--- config.mk ---
export PLATFORM = sky130hd
export DESIGN_NAME = imem_loader
export DESIGN_NICKNAME = d
export VERILOG_FILES = /design/src/rtl/imem_loader.sv
export SDC_FILE = /design/constraint.sdc
export NUM_CORES = 1
export LEC_CHECK = 0
export CORE_UTILIZATION = 55
export DETAILED_ROUTE_END_ITERATION = 16
export GPL_TIMING_DRIVEN = 0
export PLACE_DENSITY_LB_ADDON = 0.05
export SKIP_CTS_REPAIR_TIMING = 1
export SLEW_MARGIN = 20
export SYNTH_ARGS = -nofsm -noshare
export SYNTH_HDL_FRONTEND = slang
export SYNTH_SLANG_ARGS = --single-unit
--- constraint.sdc ---
create_clock -name clk -period 5.1 [get_ports clk]
set_input_delay 1.02 -clock clk [delete_from_list [all_inputs] [get_ports clk]]
set_output_delay 1.02 -clock clk [all_outputs]
set_load 0.005 [all_outputs]
--- src/rtl/imem_loader.sv ---
// Instruction-memory loader: assembles a little-endian byte stream into 32-bit words
// and writes them while holding the core. Optional checksum stage: IMEM_LOADER_CHECKSUM_EN.
module imem_loader #(
  parameter int unsigned ADDR_W = 8
) (
  input  logic              clk,
  input  logic              reset,
  input  logic              start,
  input  logic [ADDR_W:0]   word_count,
  input  logic              byte_valid,
  input  logic [7:0]        byte_data,
  output logic              byte_ready,
  output logic              mem_we,
  output logic [ADDR_W-1:0] mem_addr,
  output logic [31:0]       mem_wdata,
  output logic              cpu_hold,
  output logic              busy,
  output logic              done,
  output logic              err
);

  localparam int unsigned CW = ADDR_W + 1;
  localparam logic [CW-1:0] MAX_WORDS = {1'b1, {ADDR_W{1'b0}}};

  typedef enum logic [2:0] {
    S_IDLE,
    S_RECV,
    S_WRITE,
    S_CHECK,
    S_DONE
  } state_t;

  state_t              r_state;
  logic [CW-1:0]       r_count;
  logic [ADDR_W-1:0]   r_idx;
  logic [1:0]          r_bcnt;
  logic [23:0]         r_asm;
  logic                r_byte_ready;
  logic                r_mem_we;
  logic [ADDR_W-1:0]   r_mem_addr;
  logic [31:0]         r_mem_wdata;
  logic                r_busy;
  logic                r_done;
`ifdef IMEM_LOADER_CHECKSUM_EN
  logic [7:0]          r_csum;
  logic                r_err;
`endif

  logic [CW-1:0]       w_count_clamp;
  logic                w_accept;
  logic                w_last;
  logic [31:0]         w_word;

  assign w_count_clamp = (word_count > MAX_WORDS) ? MAX_WORDS : word_count;
  assign w_accept      = byte_valid & r_byte_ready;
  assign w_last        = (CW'(r_idx) == (r_count - CW'(1)));
  assign w_word        = {byte_data, r_asm};

  // Session FSM; mem_* outputs are non-zero only during the single WRITE cycle.
  always_ff @(posedge clk) begin
    if (!reset) begin
      r_state      <= S_IDLE;
      r_count      <= '0;
      r_idx        <= '0;
      r_bcnt       <= '0;
      r_asm        <= '0;
      r_byte_ready <= 1'b0;
      r_mem_we     <= 1'b0;
      r_mem_addr   <= '0;
      r_mem_wdata  <= '0;
      r_busy       <= 1'b0;
      r_done       <= 1'b0;
`ifdef IMEM_LOADER_CHECKSUM_EN
      r_csum       <= '0;
      r_err        <= 1'b0;
`endif
    end else begin
      r_done      <= 1'b0;
      r_mem_we    <= 1'b0;
      r_mem_addr  <= '0;
      r_mem_wdata <= '0;
      case (r_state)
        S_IDLE: begin
          if (start) begin
            r_count <= w_count_clamp;
            r_idx   <= '0;
            r_bcnt  <= '0;
            r_asm   <= '0;
            r_busy  <= 1'b1;
`ifdef IMEM_LOADER_CHECKSUM_EN
            r_csum  <= '0;
            r_err   <= 1'b0;
`endif
            if (w_count_clamp == '0) begin
              r_state <= S_DONE;
              r_done  <= 1'b1;
            end else begin
              r_state      <= S_RECV;
              r_byte_ready <= 1'b1;
            end
          end
        end
        S_RECV: begin
          if (w_accept) begin
`ifdef IMEM_LOADER_CHECKSUM_EN
            r_csum <= r_csum ^ byte_data;
`endif
            if (r_bcnt == 2'd3) begin
              r_state      <= S_WRITE;
              r_byte_ready <= 1'b0;
              r_mem_we     <= 1'b1;
              r_mem_addr   <= r_idx;
              r_mem_wdata  <= w_word;
              r_bcnt       <= '0;
              r_asm        <= '0;
            end else begin
              r_asm[{r_bcnt, 3'b000} +: 8] <= byte_data;
              r_bcnt                       <= r_bcnt + 2'd1;
            end
          end
        end
        S_WRITE: begin
          if (w_last) begin
`ifdef IMEM_LOADER_CHECKSUM_EN
            r_state      <= S_CHECK;
            r_byte_ready <= 1'b1;
`else
            r_state      <= S_DONE;
            r_done       <= 1'b1;
`endif
          end else begin
            r_idx        <= r_idx + ADDR_W'(1);
            r_state      <= S_RECV;
            r_byte_ready <= 1'b1;
          end
        end
`ifdef IMEM_LOADER_CHECKSUM_EN
        S_CHECK: begin
          if (w_accept) begin
            r_err        <= (byte_data != r_csum);
            r_byte_ready <= 1'b0;
            r_state      <= S_DONE;
            r_done       <= 1'b1;
          end
        end
`endif
        S_DONE: begin
          r_state <= S_IDLE;
          r_busy  <= 1'b0;
        end
        default: begin
          r_state      <= S_IDLE;
          r_busy       <= 1'b0;
          r_byte_ready <= 1'b0;
        end
      endcase
    end
  end

  assign byte_ready = r_byte_ready;
  assign mem_we     = r_mem_we;
  assign mem_addr   = r_mem_addr;
  assign mem_wdata  = r_mem_wdata;
  assign cpu_hold   = r_busy;
  assign busy       = r_busy;
  assign done       = r_done;
`ifdef IMEM_LOADER_CHECKSUM_EN
  assign err        = r_err;
`else
  assign err        = 1'b0;
`endif

endmodule

=== Yosys cells after proc, flatten, opt, wreduce, memory -nomap -nowiden ===
Cells that the tools add are included.

* Word-level logic and storage cells: 76
* Output and inout bits: 46
* Flip-flop bits (word level): 90
* Input bits: 21

* Magnitude comparators: 1
* Add/sub/neg operators: 4
* Reduce and logical (&&, ||, !) cells: 13
* Bitwise operators: 3
* Equality and inequality tests: 10
* Shifts and indexed selects: 2
* Muxes and demuxes: 32

{| class="wikitable"
|+ Operators by type and width
! cell !! number
|-
| $mux W24 || 3
|-
| $pmux W24 S2 || 1
|-
| $bwmux W24 || 1
|-
| $shift A8 B7 Y24 const A || 1
|-
| $shiftx A8 B7 Y24 || 1
|-
| $mux W8 || 2
|-
| $pmux W8 S2 || 1
|-
| $mux W3 || 5
|-
| $reduce_and A3 Y1 || 4
|-
| $mux W1 || 10
|-
| $ne A2 B2 Y1 const B || 5
|-
| $eq A8 B9 Y1 || 1
|-
| $gt A9 B9 Y1 const B || 1
|-
| $logic_not A9 Y1 || 1
|-
| $mux W9 || 1
|-
| $pmux W3 S3 || 1
|-
| $sub A9 B1 Y9 const B || 1
|-
| $add A8 B1 Y8 const B || 1
|-
| $neg A5 Y7 || 1
|-
| $mux W2 || 3
|-
| $reduce_and A6 Y1 || 1
|-
| $pmux W1 S2 || 2
|-
| $pmux W1 S4 || 1
|-
| $pmux W2 S2 || 1
|-
| other kinds (12) || 15
|}

=== Depth between registers and ports, before layout ===
Gate-level depths: netlist (run 1).

* Depth in word-level cells: 6
* Gate-level depth with buffers: 9
* Gate-level depth less buffers: 8

=== Worst setup path after synthesis (run 1) ===
Ideal clock, no wire load.

* Path kind: in2reg
* Start point: in start
* End point: reg r_asm[0]
* Cell stages on the path: 5
* Buffers on the path: 0
* Slack: 2587 ps
* Setup time: 68 ps
* Arrival: 2445 ps
* Data required time: 5032 ps
* Path through: nor2b_1 -> o21ai_0 -> nor4_1 -> a22oi_1 -> nor2_1

* Cells in the longest elaborated chain, start to end: 2

{| class="wikitable"
|+ Ends and longest elaborated chain
! item !! RTL line !! source
|-
| start: declaration || 8 || <nowiki>input logic start,</nowiki>
|-
| $ne A2 B2 Y1 (no line) || n/a ||
|-
| $reduce_and A3 Y1 (no line) || n/a ||
|-
| end signal: indexed assignment || 117 || <nowiki>r_asm[{r_bcnt, 3'b000} +: 8] <= byte_data;</nowiki>
|-
| end: declaration || 37 || <nowiki>logic [23:0] r_asm;</nowiki>
|}

No other way between the ends.
A chain may end at the register's enable or synchronous reset.

=== Final worst setup path (run 1) ===
* Start point: reg r_count[0]
* End point: reg r_done, in the netlist done

* Cells in the longest elaborated chain, start to end: 4

{| class="wikitable"
|+ Ends and longest elaborated chain
! item !! RTL line !! source
|-
| start: declaration || 34 || <nowiki>logic [CW-1:0] r_count;</nowiki>
|-
| start signal: assignment || 85 || <nowiki>r_count <= w_count_clamp;</nowiki>
|-
| $sub A9 B1 Y9 || 56 || <nowiki>assign w_last = (CW'(r_idx) == (r_count - CW'(1)));</nowiki>
|-
| $eq A8 B9 Y1 || 56 ||
|-
| $mux W1 || 123 || <nowiki>if (w_last) begin</nowiki>
|-
| $pmux W1 S2 || 82 || <nowiki>case (r_state)</nowiki>
|-
| end signal: assignment || 78 || <nowiki>r_done <= 1'b0;</nowiki>
|-
| end signal: assignment || 96 || <nowiki>r_done <= 1'b1;</nowiki>
|-
| end signal: assignment || 129 || <nowiki>r_done <= 1'b1;</nowiki>
|-
| end: declaration || 43 || <nowiki>logic r_done;</nowiki>
|}

No other way between the ends.

==> impl.org, run 1 <==
** Synthesis
- For this run, the register share of the synthesized area comes to 52.94%.
- Mapped Area :: 3403 um^2
- Synthesized area per cell :: 9.533 um^2
- After synthesis the netlist holds a flip-flop and latch count of 90.
- Counting flops with a built-in enable in the synthesized netlist gives 0.
- Counting every net in the synthesized netlist gives 384.
- For this run, the leading register cell type out of synthesis is dfxtp_1.
- After synthesis, the share of flip-flops with an asynchronous set or reset is 0%.
- In the synthesized netlist, the number of instances is 357.
- During synthesis, Yosys emitted a total of 0 warnings.
- Counting distinct cell types in the post-synthesis netlist gives 48.

** CTS
- TritonCTS built the clock tree.
- Clock-pin slew was measured on the worst setup and hold paths at 100 ps.
- Clock latency on the worst-skew pair, taken at its later pin, is 360 ps.
- Clock tree root driver cell :: clkbuf_8
- Counting every sink on the clock net gives 90.
- Max Root-Sink Buffers :: 2
- Number of CTS-inserted buffers :: 9
- H-tree level count :: 3

** Finish
- Commonest non-fill, non-tap cells in the layout :: 90 x dfxtp_1, 65 x clkdlybuf4s50_1, 41 x and2_1
- Cells with a size suffix above 1 make up 5.936% of the layout.
- Final Util :: 72.94%
- Final #Nets :: 460
- Number of antenna repair diodes :: 0
- Final instance count without filler cells :: 513
- Area growth syn-to-layout :: 27.65%
- The filler cells instantiated in the layout total 490.
- Most common cell after layout, fill and taps aside :: dfxtp_1

** Global route
- The first global-routing pass estimated 11,840 um of wire.
- Global routing finished with a remaining overflow of 0.
- Across every metal layer, demand over resource in global routing totals 24.23%.
- Number of global-route vias before repair :: 2,520
- The number of antenna violations at the first check in global routing is 0.
- Entering global routing, the biggest net connects 18 pins.

** Floorplan
- Top-level I/O count :: 67
- After floorplanning, the core was divided into 28 placement rows.
- Initial cell density of the core :: 57.14%
- The floorplan step defined a die boundary enclosing 6506 um^2.
- Die height :: 80.66 um
- The region available for standard cell placement spans 5956 um^2.
- Horiz. Die Dim :: 80.66 um

** Timing
- Crit share post-route :: 58.73%
- For the pin with the worst max-slew slack, the measured transition is 979.1 ps.
- Final max-slew violation count :: 0
- Derived from the worst setup path, the maximum achievable clock frequency is 333.9 MHz.
- Setup repair after global routing left no endpoint under its margin.
- Clock skew on the completed layout was measured at 8.704 ps.
- After layout, the minimum clock period comes to 2995 ps.
- Setup-failing EPs final :: 0
- After routing, the total negative slack on setup checks comes to 0 ps.
- The final-report hold violation count is 0.
- Relative slew slack :: 34.04%
- Across all setup checks in the final design, the least slack found is 2105 ps.

** Setup path
- End of the critical path :: done$_SDFF_PN0_
- The most critical setup path has its startpoint at r_count[0]$_SDFFE_PN0P_.
- Endpoint of the most critical register-to-register path :: done$_SDFF_PN0_
- Register-to-Register Setup Slack :: 2100 ps
- The critical path goes through inv_1, ha_1, nor3b_1, nand3_1, a2111oi_0, o2111ai_1, o21ai_0, and3_1.
- STA classifies the critical path startpoint as a register.
- At the worst endpoint, the required time is 5410 ps.
- Broken down by cell family, the worst path's largest delay share belongs to compound AO/OA/AOI/OAI gates.
- The largest single stage delay on the critical path is 710 ps.
- Counting buffers and inverters, the worst setup path is 8 cells deep.
- In this run the critical register-to-register path is launched from r_count[0]$_SDFFE_PN0P_.
- Startpoint-to-endpoint class of the critical path :: register to register
- Kind of end point of the critical path :: register
- Max Fanout on Critical Path :: 5
- Master of the slowest instance on the critical path :: a2111oi_0
- Number of buffer and inverter instances along the worst setup path :: 1
- Data on the critical path arrives at its endpoint at 3300 ps.
- Measured in cells, the most critical reg-to-reg path has a length of 8.

** Placed design
- Hpwl dp :: 5149 um
- Once placement completed, the tool counted placed cells totaling 497.
- Worst-case setup slack after placement :: 1839 ps
- During placement, the flow inserted port buffers numbering 65.
- At the end of routability-driven placement, the weighted congestion stood at 0.8768.

** Power and ir drop
- Power density over the cells :: 293.5 nW/um^2
- Power comes to 1.275 mW.
- For this design the static power due to leakage is 1.562 nW.
- Maximum resistive drop on vdd :: 0.0002069 V

** Min path
- In this run the worst hold path is classified as register to register.
- Worst Hold Launch :: r_asm[11]$_SDFFE_PN0P_

** Route
- For this block, the routed nets add up to 7206 um of wire.
- Via/cell ratio :: 5.450
- In the final routed layout, each cell accounts on average for 14.05 um.
- After the first detailed-routing iteration, the DRC count stood at 192.
- For this run, the detailed router's first-pass iteration total came to 4.
- For this run, design rule violations remaining after detail routing come to 0.
- Total via count after detailed routing :: 2,796
- Number of nets still failing antenna checks after routing :: 0

** Run status
- The run finished with clean final reports.

** Flow run
- Maximum capacitance violations :: 0
through the flow:
stage	hold slack (ps)	instance area, um^2
6_report	461.5	4344
5_1_grt	477.8	4344
4_1_cts	462.1	4338
3_5_place_dp	442.3	4154
3_3_place_gp	434.5	4148
2_1_floorplan	427.3	3403
tightest hold or removal path: stages (launching register included):
cell and delay (ps):
dfxtp_1 320, nand2_1 50, a21oi_1 50
layout make-up:
cell class / instances / area [um^2] / area share [%]
sequential: 90 / 1802 / 41.47
multi-input combinational: 246 / 1520 / 34.99
timing repair buffer: 65 / 650.6 / 14.98
clock buffer: 9 / 123.9 / 2.851
tap: 75 / 93.84 / 2.160
buffer: 14 / 67.56 / 1.555
clock inverter: 7 / 60.06 / 1.382
inverter: 7 / 26.28 / 0.6048
state kept, by name, indices dropped and copies added, names as in the netlist, 2 cells and up:
name       count
mem_wdata     32
r_bcnt         2
r_idx          8
r_state        3
r_asm         24
r_count        9
mem_addr       8
cell families after synthesis:
kind of cell | count (synthesis) | synth area share (%)
muxes | 1 | 0.2941
xor gates and xnor gates | 9 | 2.316
AOI/OAI and AO/OA | 74 | 14.85
other | 1 | 0.1102
and+or+nand+nor | 155 | 24.52
DFF | 90 | 52.94
buffers and inverters | 21 | 2.757
adders and majority gates | 6 | 2.206
synthesized netlist by cell type (2+ instances only):
cell | count | area [um^2]
o21ai_0 | 7 | 35.03
o211ai_1 | 4 | 30.03
nand2_1 | 26 | 97.59
o21a_1 | 2 | 15.01
ha_1 | 6 | 75.07
and3_1 | 4 | 25.02
o31ai_1 | 4 | 30.03
nand4_1 | 3 | 18.77
dfxtp_1 | 90 | 1802
nor3_1 | 5 | 25.02
a211o_1 | 2 | 17.52
buf_4 | 2 | 15.01
and4b_1 | 2 | 20.02
o2111ai_1 | 2 | 17.52
nand3b_1 | 2 | 15.01
a22o_1 | 6 | 52.55
o21ai_1 | 2 | 10.01
xnor2_1 | 7 | 61.31
inv_1 | 6 | 22.52
nand2b_1 | 4 | 25.02
a21oi_1 | 21 | 105.1
or4_1 | 5 | 37.54
a22oi_1 | 16 | 120.1
nor2b_1 | 2 | 12.51
nor2_1 | 29 | 108.9
nor4_1 | 6 | 37.54
clkbuf_1 | 11 | 41.29
or3_1 | 3 | 18.77
and2_1 | 41 | 256.5
xor2_1 | 2 | 17.52
nand3_1 | 18 | 90.09
metal layers:
| metal | global-route usage (%) | vias to the layer above | wire, um |
|---|---|---|---|
| li1 | - | 1415 | - |
| met1 | 33.33 | 1278 | 3547 |
| met2 | 35.76 | 87 | 3097 |
| met3 | 4.205 | 16 | 369 |
| met4 | 13.21 | 0 | 191 |
| met5 | 0 | - | 0 |
report_power, final:
part | total, mW | switching [mW] | internal (mW)
Combinational | 0.0996 | 0.0553 | 0.0443
Sequential | 0.717 | 0.00752 | 0.710
Clock | 0.458 | 0.271 | 0.186
worst min path at each step:
| stage | endpoint | slack, ps | cells past startpoint |
|---|---|---|---|
| floorplan | r_asm[10]$_SDFFE_PN0P_ | 430 | 2 |
| global placement | r_asm[8]$_SDFFE_PN0P_ | 430 | 2 |
| detailed placement | mem_wdata[3]$_SDFF_PN0_ | 440 | 1 |
| CTS | r_asm[11]$_SDFFE_PN0P_ | 460 | 2 |
| global route | mem_wdata[1]$_SDFF_PN0_ | 480 | 1 |
| finish | r_asm[11]$_SDFFE_PN0P_ | 460 | 2 |
(Power assumes the default switching activity.)
==> run 2, diff against run 1 <==
--- a/config.mk
+++ b/config.mk
@@ -5,7 +5,7 @@
 export SDC_FILE = /design/constraint.sdc
 export NUM_CORES = 1
 export LEC_CHECK = 0
-export CORE_UTILIZATION = 55
+export CORE_UTILIZATION = 46
 export DETAILED_ROUTE_END_ITERATION = 16
 export GPL_TIMING_DRIVEN = 0
 export PLACE_DENSITY_LB_ADDON = 0.05
==> constraint.sdc (replaced) <==
create_clock -name clk -period 2.7 [get_ports clk]
set_input_delay 0.54 -clock clk [delete_from_list [all_inputs] [get_ports clk]]
set_output_delay 0.54 -clock clk [all_outputs]
set_load 0.005 [all_outputs]
==> impl.org, run 2 (synthesis results as in run 1) <==
** Timing
- RSZ-0062 raised after global routing :: no (unchanged)
- The clock tree skew after final layout was 9.949 ps (was 8.704 ps).
- The final sum of negative setup slack came to 0 ps (unchanged).
- Maximum clock frequency :: 383.7 MHz (was 333.9 MHz)
- The headroom to the max-slew limit came to 31.59% (was 34.04%).
- The clock period minus final worst setup slack was 2606 ps (was 2995 ps).
- The least setup slack across all paths after layout came to 93.57 ps (was 2105 ps).
- Tightest hold margin :: 456.0 ps (was 461.5 ps)
- Crit share post-route :: 96.53% (was 58.73%)
- The number of max-slew violations in the final report is 0 (unchanged).
- The final-report hold violation count is 0 (unchanged).
- The setup-violating endpoint count in the final report was 0 (unchanged).
- Least-Margin Pin Slew :: 1020 ps (was 979.1 ps)

** Finish
- Total area of multi-input combinational cells :: 1538 um^2 (was 1520 um^2)
- The count of placed standard cells in the final layout, fillers left out is 533 (was 513).
- The filler cell count in the final layout came to 643 (was 490).
- Commonest non-fill, non-tap cells in the layout :: 88 x dfxtp_1, 65 x clkdlybuf4s50_1, 41 x and2_1 (was 90 x dfxtp_1, 65 x clkdlybuf4s50_1, 41 x and2_1)
- The area of all placed cells without fillers is 4382 um^2 (was 4344 um^2).
- Number of antenna repair diodes :: 0 (unchanged)
- The core occupancy in the finished layout is 62.76% (was 72.94%).
- The net total in the final layout is 460 (unchanged).
- Area growth syn-to-layout :: 28.75% (was 27.65%)
- Share of cells above drive strength 1 :: 6.865% (was 5.936%)
- The most common library cell in the layout ignoring fill and taps was dfxtp_1 (unchanged).
- Sequential cell area in the final layout :: 1804 um^2 (was 1802 um^2)
- The flip-flop count of the largest register, all copies and words added was 32 (unchanged).

** Setup path
- Required time reported for the critical path endpoint :: 2990 ps (was 5410 ps)
- The critical path class is register to register (unchanged).
- The maximum fanout encountered on the critical timing path was 10 (was 5).
- The cell family with the largest share of critical-path delay was compound AO/OA/AOI/OAI gates (unchanged).
- The startpoint type of the worst setup path is a register (unchanged).
- The arrival time at the worst endpoint was 2890 ps (was 3300 ps).
- Kind of end point of the critical path :: register (unchanged)
- Number of buffer and inverter instances along the worst setup path :: 1 (unchanged)
- Master of the slowest instance on the critical path :: or4_4 (was a2111oi_0)
- The largest stage delay on the critical path came to 570 ps (was 710 ps).
- Critical path, cell by cell :: or4_4, o221a_1, a211o_1, o2111a_2, buf_6, or4_1, a21oi_1 (was inv_1, ha_1, nor3b_1, nand3_1, a2111oi_0, o2111ai_1, o21ai_0, and3_1)

** Global route
- Gr usage total :: 20.69% (was 24.23%)
- Number of global-route vias before repair :: 2,491 (was 2,520)
- Number of antenna violations at the first check in global routing :: 0 (unchanged)
- Largest net degree at the start of global routing :: 17 (was 18)
- First-pass GRT wire length :: 12,200 um (was 11,840 um)
- The sum of overflow across all layers after global routing was 0 (unchanged).

** Power and ir drop
- The overall power of the completed layout is 2.364 mW (was 1.275 mW).
- The static leakage was 1.555 nW (was 1.562 nW).
- The total power density per cell area is 539.5 nW/um^2 (was 293.5 nW/um^2).
- Maximum resistive drop on vdd :: 0.0004699 V (was 0.0002069 V)

** Route
- DR DRC count :: 0 (unchanged)
- Aggregate routed wire length :: 7530 um (was 7206 um)
- First-pass detailed-route iteration total :: 4 (unchanged)
- The detailed-route wire length per cell came to 14.13 um (was 14.05 um).
- DRC violation total after the first TritonRoute iteration :: 136 (was 192)
- Total via count after detailed routing :: 2,784 (was 2,796)
- The detailed-route vias per instance came to 5.223 (was 5.450).
- The final antenna-violating net count came to 0 (unchanged).

** CTS
- Clock tree from TritonCTS :: built (unchanged)
- Clock Latency Late Sink :: 360 ps (about the same)
- The clock slew seen by the registers of the worst setup and hold paths was 90 ps (was 100 ps).
- The maximum clock path buffer count was 2 (unchanged).
- H-tree level count :: 3 (unchanged)
- Sink count of the clock tree :: 90 (unchanged)
- The CTS root buffer is clkbuf_8 (unchanged).
- The total clock buffers created by CTS came to 9 (unchanged).

** Placed design
- The final RePlAce weighted congestion was 0.8350 (was 0.8768).
- The instance count after placement with tap cells included was 518 (was 497).
- Instance area after placement :: 4180 um^2 (was 4154 um^2)
- The port buffer count came to 65 (unchanged).
- The half-perimeter wire length after placement is 5530 um (was 5149 um).
- Worst-case setup slack after placement :: -157.9 ps (was 1839 ps)

** Run status
- Result of the run :: finished clean (unchanged)

** Floorplan
- Die height :: 88.02 um (was 80.66 um)
- The total I/O pin count was 67 (unchanged).
- The initial core utilization is 48.75% (was 57.14%).
- The die extent in x is 88.02 um (was 80.66 um).
- The placeable core region was 6982 um^2 (was 5956 um^2).
- The row count came to 30 (was 28).
- The area of the die is 7747 um^2 (was 6506 um^2).

** Min path
- Type of the worst min-delay path :: register to register (unchanged)

** Flow run
- Maximum capacitance violations :: 0 (unchanged)
## run 2: area by class of cell
cell class | count | area share, %
multi-input combinational | 246 | 35.09
sequential | 90 | 41.18
clock inverter | 6 | 1.171
timing repair buffer | 65 | 14.85
buffer | 14 | 1.542
clock buffer | 9 | 2.827
tap | 96 | 2.741
inverter | 7 | 0.5997
## run 2: worst reg2reg max path: stages, from the launching register on
cell and delay, ps:
dfxtp_2 350, or4_4 570, o221a_1 270, a211o_1 320, o2111a_2 300, buf_6 150, or4_1 460, a21oi_1 140
## run 2: worst paths after layout
path	startpoint	endpoint	slack, ps	depth (start not counted)
setup / recovery	r_count[0]$_SDFFE_PN0P_	r_idx[6]$_SDFFE_PN0P_	90	7
hold / removal	r_asm[10]$_SDFFE_PN0P_	r_asm[10]$_SDFFE_PN0P_	460	2
hold reg to reg	r_asm[10]$_SDFFE_PN0P_	r_asm[10]$_SDFFE_PN0P_	460	2
setup reg to reg	r_count[0]$_SDFFE_PN0P_	r_idx[6]$_SDFFE_PN0P_	90	7
## run 2: routing by layer
layer / share of wire (%) / vias to the layer above / routed length, um / GRT usage, %
li1: - / 1418 / - / -
met2: 42 / 69 / 3190 / 29.81
met1: 52 / 1288 / 3894 / 30.59
met3: 4.5 / 9 / 337 / 3.676
met5: 0 / - / 0 / 0
met4: 1.4 / 0 / 108 / 8.211
## run 2: report_power, final
part	leakage, nW	total, mW	internal (mW)	switching (mW)
registers	0.728	1.36	1.34	0.0145
clock network	0.0798	0.816	0.340	0.477
logic	0.748	0.192	0.0846	0.107
